==> src/rtl/ddr_axi_traffic_gen.sv <==
// AXI write/read-back traffic generator: writes NUM_BURSTS bursts of a counting pattern,
// reads them back, and reports mismatches, rlast errors and handshake timeouts.
module ddr_axi_traffic_gen #(
  parameter int unsigned BA_BITS    = 2,
  parameter int unsigned ROW_BITS   = 13,
  parameter int unsigned COL_BITS   = 11,
  parameter int unsigned DQ_LEVEL   = 1,
  parameter int unsigned BURST_LEN  = 8,
  parameter int unsigned NUM_BURSTS = 4,
  parameter logic [15:0] SEED       = 16'hA5C3,
  parameter int unsigned TIMEOUT    = 1024,
  localparam int unsigned DW = 8 << DQ_LEVEL,
  localparam int unsigned AW = BA_BITS + ROW_BITS + COL_BITS + DQ_LEVEL - 1
) (
  input  logic          sys_clk,
  input  logic          sys_rst_sync,
  input  logic          start,
  output logic          awvalid,
  input  logic          awready,
  output logic [AW-1:0] awaddr,
  output logic [7:0]    awlen,
  output logic          wvalid,
  input  logic          wready,
  output logic          wlast,
  output logic [DW-1:0] wdata,
  input  logic          bvalid,
  output logic          bready,
  output logic          arvalid,
  input  logic          arready,
  output logic [AW-1:0] araddr,
  output logic [7:0]    arlen,
  input  logic          rvalid,
  output logic          rready,
  input  logic          rlast,
  input  logic [DW-1:0] rdata,
  output logic          busy,
  output logic          done,
  output logic          pass,
  output logic          timeout,
  output logic [15:0]   err_cnt
);

  localparam int unsigned PW = (DW > 32) ? DW : 32;

  typedef enum logic [2:0] {StIdle, StAw, StW, StB, StAr, StR, StDone} state_e;

  state_e        state_q, state_d;
  logic [15:0]   burst_q;
  logic [7:0]    beat_q;
  logic [15:0]   wd_q;
  logic [15:0]   err_q, err_d;
  logic          to_q;
  logic          to_hit;

  logic          active, last_beat, last_burst;
  logic          aw_hs, w_hs, b_hs, ar_hs, r_hs;
  logic [31:0]   n_idx;
  logic [PW-1:0] pat_full;
  logic [DW-1:0] pattern;
  logic [AW-1:0] burst_addr;
  logic [16:0]   err_sum;
  logic [1:0]    err_inc;

  assign active     = (state_q != StIdle) && (state_q != StDone);
  assign last_beat  = (beat_q == 8'(BURST_LEN - 1));
  assign last_burst = (burst_q == 16'(NUM_BURSTS - 1));

  // Valids/readies are pure state decodes, so a handshake is state plus the slave's signal.
  assign aw_hs = (state_q == StAw) && awready;
  assign w_hs  = (state_q == StW) && wready;
  assign b_hs  = (state_q == StB) && bvalid;
  assign ar_hs = (state_q == StAr) && arready;
  assign r_hs  = (state_q == StR) && rvalid;

  assign n_idx      = 32'(burst_q) * BURST_LEN + 32'(beat_q);
  assign pat_full   = PW'(SEED) + PW'(n_idx) * PW'(32'h0101);
  assign pattern    = pat_full[DW-1:0];
  assign burst_addr = AW'(32'(burst_q) * BURST_LEN);

  assign err_inc = {1'b0, (rdata != pattern)} + {1'b0, (rlast != last_beat)};
  assign err_sum = {1'b0, err_q} + {15'd0, err_inc};
  assign err_d   = err_sum[16] ? 16'hFFFF : err_sum[15:0];

  always_ff @(posedge sys_clk) begin
    if (sys_rst_sync) begin
      state_q <= StIdle;
    end else begin
      state_q <= state_d;
    end
  end

  always_comb begin
    state_d = state_q;
    to_hit  = 1'b0;
    case (state_q)
      StIdle, StDone: if (start) state_d = StAw;
      StAw:           if (awready) state_d = StW;
      StW:            if (wready && last_beat) state_d = StB;
      StB:            if (bvalid) state_d = last_burst ? StAr : StAw;
      StAr:           if (arready) state_d = StR;
      StR:            if (rvalid && last_beat) state_d = last_burst ? StDone : StAr;
      default:        state_d = StIdle;
    endcase
    // Watchdog only fires on a cycle with no handshake at all.
    if (active && !(aw_hs || w_hs || b_hs || ar_hs || r_hs) && (wd_q >= 16'(TIMEOUT - 1))) begin
      state_d = StDone;
      to_hit  = 1'b1;
    end
  end

  always_ff @(posedge sys_clk) begin
    if (sys_rst_sync) begin
      burst_q <= '0;
      beat_q  <= '0;
      wd_q    <= '0;
      err_q   <= '0;
      to_q    <= 1'b0;
    end else begin
      if (!active && start) begin
        burst_q <= '0;
        err_q   <= '0;
        to_q    <= 1'b0;
      end
      if (aw_hs || ar_hs) beat_q <= '0;
      if (w_hs || r_hs) beat_q <= beat_q + 8'd1;
      if (b_hs) burst_q <= last_burst ? 16'd0 : burst_q + 16'd1;
      if (r_hs && last_beat) burst_q <= burst_q + 16'd1;
      if (r_hs) err_q <= err_d;
      if (to_hit) to_q <= 1'b1;
      if ((state_d != state_q) || w_hs || r_hs) begin
        wd_q <= '0;
      end else if (active) begin
        wd_q <= wd_q + 16'd1;
      end
    end
  end

  always_comb begin
    awvalid = (state_q == StAw);
    awaddr  = awvalid ? burst_addr : '0;
    awlen   = awvalid ? 8'(BURST_LEN - 1) : 8'd0;
    wvalid  = (state_q == StW);
    wdata   = wvalid ? pattern : '0;
    wlast   = wvalid && last_beat;
    bready  = (state_q == StB);
    arvalid = (state_q == StAr);
    araddr  = arvalid ? burst_addr : '0;
    arlen   = arvalid ? 8'(BURST_LEN - 1) : 8'd0;
    rready  = (state_q == StR);
    busy    = active;
    done    = (state_q == StDone);
    pass    = done && (err_q == 16'd0) && !to_q;
    timeout = to_q;
    err_cnt = err_q;
  end

endmodule

==> config.mk <==
export PLATFORM = sky130hd
export DESIGN_NAME = ddr_axi_traffic_gen
export DESIGN_NICKNAME = d
export VERILOG_FILES = /design/src/rtl/ddr_axi_traffic_gen.sv
export SDC_FILE = /design/constraint.sdc
export NUM_CORES = 1
export LEC_CHECK = 0
export BUFFER_PORTS_ARGS = -buffer_cell sky130_fd_sc_hd__buf_2
export CORE_MARGIN = 3
export CORE_UTILIZATION = 49
export DETAILED_ROUTE_END_ITERATION = 10
export PLACE_DENSITY_LB_ADDON = 0.08
export SLEW_MARGIN = 10
export SYNTH_ARGS = -nofsm -noshare
export SYNTH_HDL_FRONTEND = slang
export SYNTH_SLANG_ARGS = --single-unit
==> constraint.sdc <==
create_clock -name sys_clk -period 6.7 [get_ports sys_clk]
set_clock_uncertainty 0.2 [all_clocks]
set_input_delay 1.34 -clock sys_clk [delete_from_list [all_inputs] [get_ports sys_clk]]
set_output_delay 1.34 -clock sys_clk [all_outputs]
set_load 0.1 [all_outputs]
# After elaboration in Yosys (flattened, before gate mapping)
# Cells that the tools add are included.
# word_totals
reg_bits,60
latchBits,0
ram_bits,0
rom_bits,0
in_bits,25
word_cells,88
memories,0
# classes
addsub,7
multipliers,1
div,0
order_cmp,1
eq_ne,12
n_shift,0
mux,26
n_bitwise,0
n_reduce_logical,35
# op_table
op,count
16-bit two-way mux,7
19-bit two-way mux,2
"16-bit by 1-bit adder with 16-bit output, second input constant",2
3-bit two-way mux,10
19-bit by 8-bit adder with 20-bit output,1
"20-bit by 9-bit multiplier with 16-bit output, second input constant",1
3-bit case mux with 6 select lines,1
16-bit by 2-bit adder with 17-bit output,1
"16-bit adder, first input constant",1
"16-bit by 2-bit == test with 1-bit output, second input constant",1
"16-bit by 10-bit >= comparator with 1-bit output, second input constant",1
16-bit logical NOT,1
8-bit two-way mux,2
16-bit != test,1
1-bit logical AND,15
"3-bit == test, second input constant",3
"8-bit by 1-bit adder with 8-bit output, second input constant",1
"8-bit by 3-bit == test with 1-bit output, second input constant",1
1-bit logical OR,8
"3-bit by 2-bit == test with 1-bit output, second input constant",2
2-bit nonzero test,3
3-bit nonzero test,2
2-bit OR reduction,2
"3-bit by 1-bit == test with 1-bit output, second input constant",1
8 further kinds,12

# Logic depth before layout (Yosys ltp)
# logic_depth
ltp_word,14
mapped_depth,31
depth_no_buf,31

# Worst setup path before layout
# Ideal clock, no wire load.
# synth_timing
kind,flip-flop to output port
start,register burst_q[0]
end,output port wdata[9]
arrival_time_ns,5.598
path_slack_ns,-0.438
path_stages_with_launch,13
n_path_buf,0
path_cell_list,dfxtp_1 ha_1 inv_1 fa_1 nor2b_1 o221a_2 o21a_1 xor2_1 ha_1 ha_1 and3_1 a22o_1 nor4_1
# synth_via
elab_chain_cells,4
# synth_lines
item,line,text
start: declaration,48,logic [15:0] burst_q;
start signal: assignment,126,if (b_hs) burst_q <= last_burst ? 16'd0 : burst_q + 16'd1;
start signal: assignment,127,if (r_hs && last_beat) burst_q <= burst_q + 16'd1;
19-bit by 8-bit adder with 20-bit output,75,assign n_idx = 32'(burst_q) * BURST_LEN + 32'(beat_q);
20-bit by 9-bit multiplier with 16-bit output,76,assign pat_full = PW'(SEED) + PW'(n_idx) * PW'(32'h0101);
16-bit adder,76,
16-bit two-way mux,143,wdata = wvalid ? pattern : '0;
end: declaration,25,"output logic [DW-1:0] wdata,"
# Every way passes these cells.

# Worst setup path after layout
# layout_timing
start,register beat_q[4]
end,register err_q[10] (netlist: err_cnt[10])
# layout_via
elab_chain_cells,8
word_cells_on_any_way,10
# layout_lines
item,line,text
start: declaration,49,logic [7:0] beat_q;
start signal: assignment,125,if (w_hs || r_hs) beat_q <= beat_q + 8'd1;
19-bit by 8-bit adder with 20-bit output,75,
20-bit by 9-bit multiplier with 16-bit output,76,
16-bit adder,76,
16-bit != test,80,"assign err_inc = {1'b0, (rdata != pattern)} + {1'b0, (rlast != last_beat)};"
1-bit by 1-bit adder with 2-bit output (*),80,
16-bit by 2-bit adder with 17-bit output (*),81,"assign err_sum = {1'b0, err_q} + {15'd0, err_inc};"
16-bit two-way mux (*),82,assign err_d = err_sum[16] ? 16'hFFFF : err_sum[15:0];
16-bit two-way mux (*),128,if (r_hs) err_q <= err_d;
end signal: assignment,128,
end: declaration,51,"logic [15:0] err_q, err_d;"
# Every way passes the cells marked *; elsewhere a longest branch is shown, timed or not.
# A chain may end at the register's enable or synchronous reset.

==> out/qor.txt <==
CP arrival = 6450 ps
DIE HEIGHT = 110 um
internal power = 587 uW
CP max FO = 4
Root Driver = clkbuf_8
CP Buf/Inv Count = 4
post-detailed-placement half-perimeter wirelength = 10,200 um
H-Tree Depth = 3
First-pass DRT Iterations = 5
DR vias = 4,974
largest net degree at the start of global routing = 39
Synth top area share = 22.7%
hold path start = timeout
Max VDD drop = 96.7 uV
final setup fails = 0
leakage power = 0.00286 uW
total power draw = 927 uW
TritonCTS Buffers = 9
initial core utilization = 50.8%
Slew @ Worst Pin = 968 ps
Clock Tree Buf Depth = 2
routed vias/inst = 5.41
Yosys warning total = 0
Logic pwr share = 24.1%
Final ANT Viol Nets = 0
worst hold endpoint = timeout
DIE AREA = 0.0121 mm^2
global-route wire length before repair = 21,200 um
pwr dens = 149 mW/mm^2
Final Hold Violating Endpoints = 0
Mapped Area = 0.00529 mm^2
clock net sink count = 60
FFs w/ async S/R, synth = 0%
Reg2Reg Depth = 29
Area contributors post-synth = dfxtp_1 (23%), ha_1 (8.3%), xor2_1 (6.0%)
I/O pin count = 135
port bufs = 104
Hold WC Path Type = reg -> reg
Tot GR Track Use = 21.7%
DR WL/cell = 14.8 um
Mapped Cells = 676
final wirelength = 13,600 um
period utilisation layout = 96.4%
Final #Nets = 843
RR Startpoint = beat_q[4]
CP endpoint kind = flip-flop
fin crit period = 6460 ps
Max Cap Viol = 0
Rows = 37
flop2flop setup slack = 240 ps
clock share of power = 36.5%
Worst setup SP type = flip-flop
Max Clk Rate = 155 MHz
DIE WIDTH = 110 um
Worst-path clk slew = 80 ps
Synth area leader = dfxtp_1
CTS tree = yes
Slew HR = 35.2%
Top delay family on crit path = adder cells
layout cells sized above 1 = 24.6%
number of remaining DRC errors = 0
Worst path depth = 29
Avg Cell Area, Syn = 7.83 um^2
initial DRC count = 305
hold_buf cts = 0
cell with the largest stage delay on the worst path = fa_2
Seq/Total Area, Yosys = 22.7%
post-synth cell types = 73
hold depth = 2
initial antenna violation count = 0
Final Slew Violations = 0
vias in the first global route = 4,431
CORE AREA = 0.0104 mm^2
Final GP Congestion = 0.872
Post-synth EDFFs = 0
Layout Area Growth over Synthesis = 17.6%
status = finished clean
Sw Share = 36.7%
Clk Latency, worst-skew pair = 340 ps
final setup TNS = 0 ps
Required @ worst endpoint = 6700 ps
Seq cells post-synth = 60
ys flop type = dfxtp_1
CP Class = reg -> reg
Flop pwr share = 39.4%
total grt overflow = 0
slowest stage delay, CP = 540 ps
reg-to-reg endpoint = err_cnt[10]
# diodes = 0
NetSw = 340 uW
power by group through the flow:
stage | clock network, uW | registers, uW | logic, uW
floorplan | 0 | 368 | 216
global placement | 0 | 373 | 219
detailed placement | 0 | 373 | 221
CTS | 347 | 365 | 222
global route | 361 | 366 | 235
finish | 339 | 365 | 223
worst min-delay path, delay by kind of cell (launching register included):
kind             cells  cell delay, ps
AND/OR/NAND/NOR      1              70
flip-flops           1             350
AO/OA/AOI/OAI        1              60
Yosys cell counts (all sizes together), types with 4 or more instances:
library cell   n
clkbuf        25
nand2         31
and2          36
inv           28
a31oi         12
ha            35
nand2b         6
nor2b          8
nor4          15
a21oi         33
or3            4
a21o           7
nor2          74
buf           48
o21ai         31
nor3b          5
dfxtp         60
xnor2         31
nand3b         6
fa             5
and3          10
nor3          30
nand4         16
xor2          37
a211oi         4
nand3         22
cell families after synthesis:
family	after synthesis	share of synthesized area (%)
AO/OA/AOI/OAI	119	14.3
multiplexers	3	0.568
flip-flops	60	22.7
buffers and inverters	101	10.2
XOR/XNOR	69	11.8
adder cells (fa/ha/maj)	40	10.2
other	1	0.0709
AND/OR/NAND/NOR	283	30.1
repair_timing:
item | 4_1_cts | 5_1_grt
setup buffers | 0 | 3
pin swaps | 1 | 12
endpoints found under the setup margin | 16 | 18
resized for setup | 4 | 18
flip-flops by register name (all words and copies together), names as in the netlist:
signal   flops
wd_q        16
timeout      1
err_cnt     16
beat_q       8
state_q      3
burst_q     16
layout make-up:
cell class | instances | area, um^2
fill | 1000 | 4200
timing repair buffer | 135 | 766
multi-input combinational | 544 | 3770
clock buffer | 12 | 155
tap | 136 | 170
inverter | 28 | 105
clock inverter | 4 | 47.5
sequential | 60 | 1200
cell usage in the layout, fill, tap and decap left out, types with 10 or more instances in the layout:
cell,count
and2_1,35
buf_2,104
nand3_1,21
buf_4,30
clkbuf_8,11
conb_1,30
and3_1,10
nor2_1,73
a21oi_1,30
xor2_1,36
nor3_2,10
nand2_1,31
nand4_1,15
dfxtp_1,60
inv_1,27
xnor2_1,29
a31oi_1,12
nor3_1,19
ha_1,34
o21ai_0,28
nor4_1,12
stage by stage:
step	hold slack [ps]	util, %	cells	setup WS, ps	instance area (um^2)
3_3_place_gp	284	56.4	900	-136	5880
2_1_floorplan	269	-	705	29.6	5410
3_5_place_dp	297	56.4	900	-326	5880
5_1_grt	344	59.7	919	-23.3	6220
6_report	318	59.7	919	244	6220
4_1_cts	317	58.6	916	51.0	6110
worst max path at each step:
stage                     startpoint           to  slack, ps
final                      beat_q[4]  err_cnt[10]        240
after global routing       beat_q[4]  err_cnt[14]        -20
after CTS                  beat_q[4]  err_cnt[12]         50
after detailed placement   beat_q[4]   err_cnt[9]       -330
after global placement     beat_q[4]  err_cnt[10]       -140
after floorplan            beat_q[4]    wdata[13]         30
routing by layer:
layer,share of wire (%),routed length (um),global-route usage (%)
met1,45,6180,28.4
met2,50,6780,37.4
met3,4.0,539,3.35
met4,0.71,97,4.72
met5,0,0,0
No activity file was read; power rests on OpenSTA's default activity.
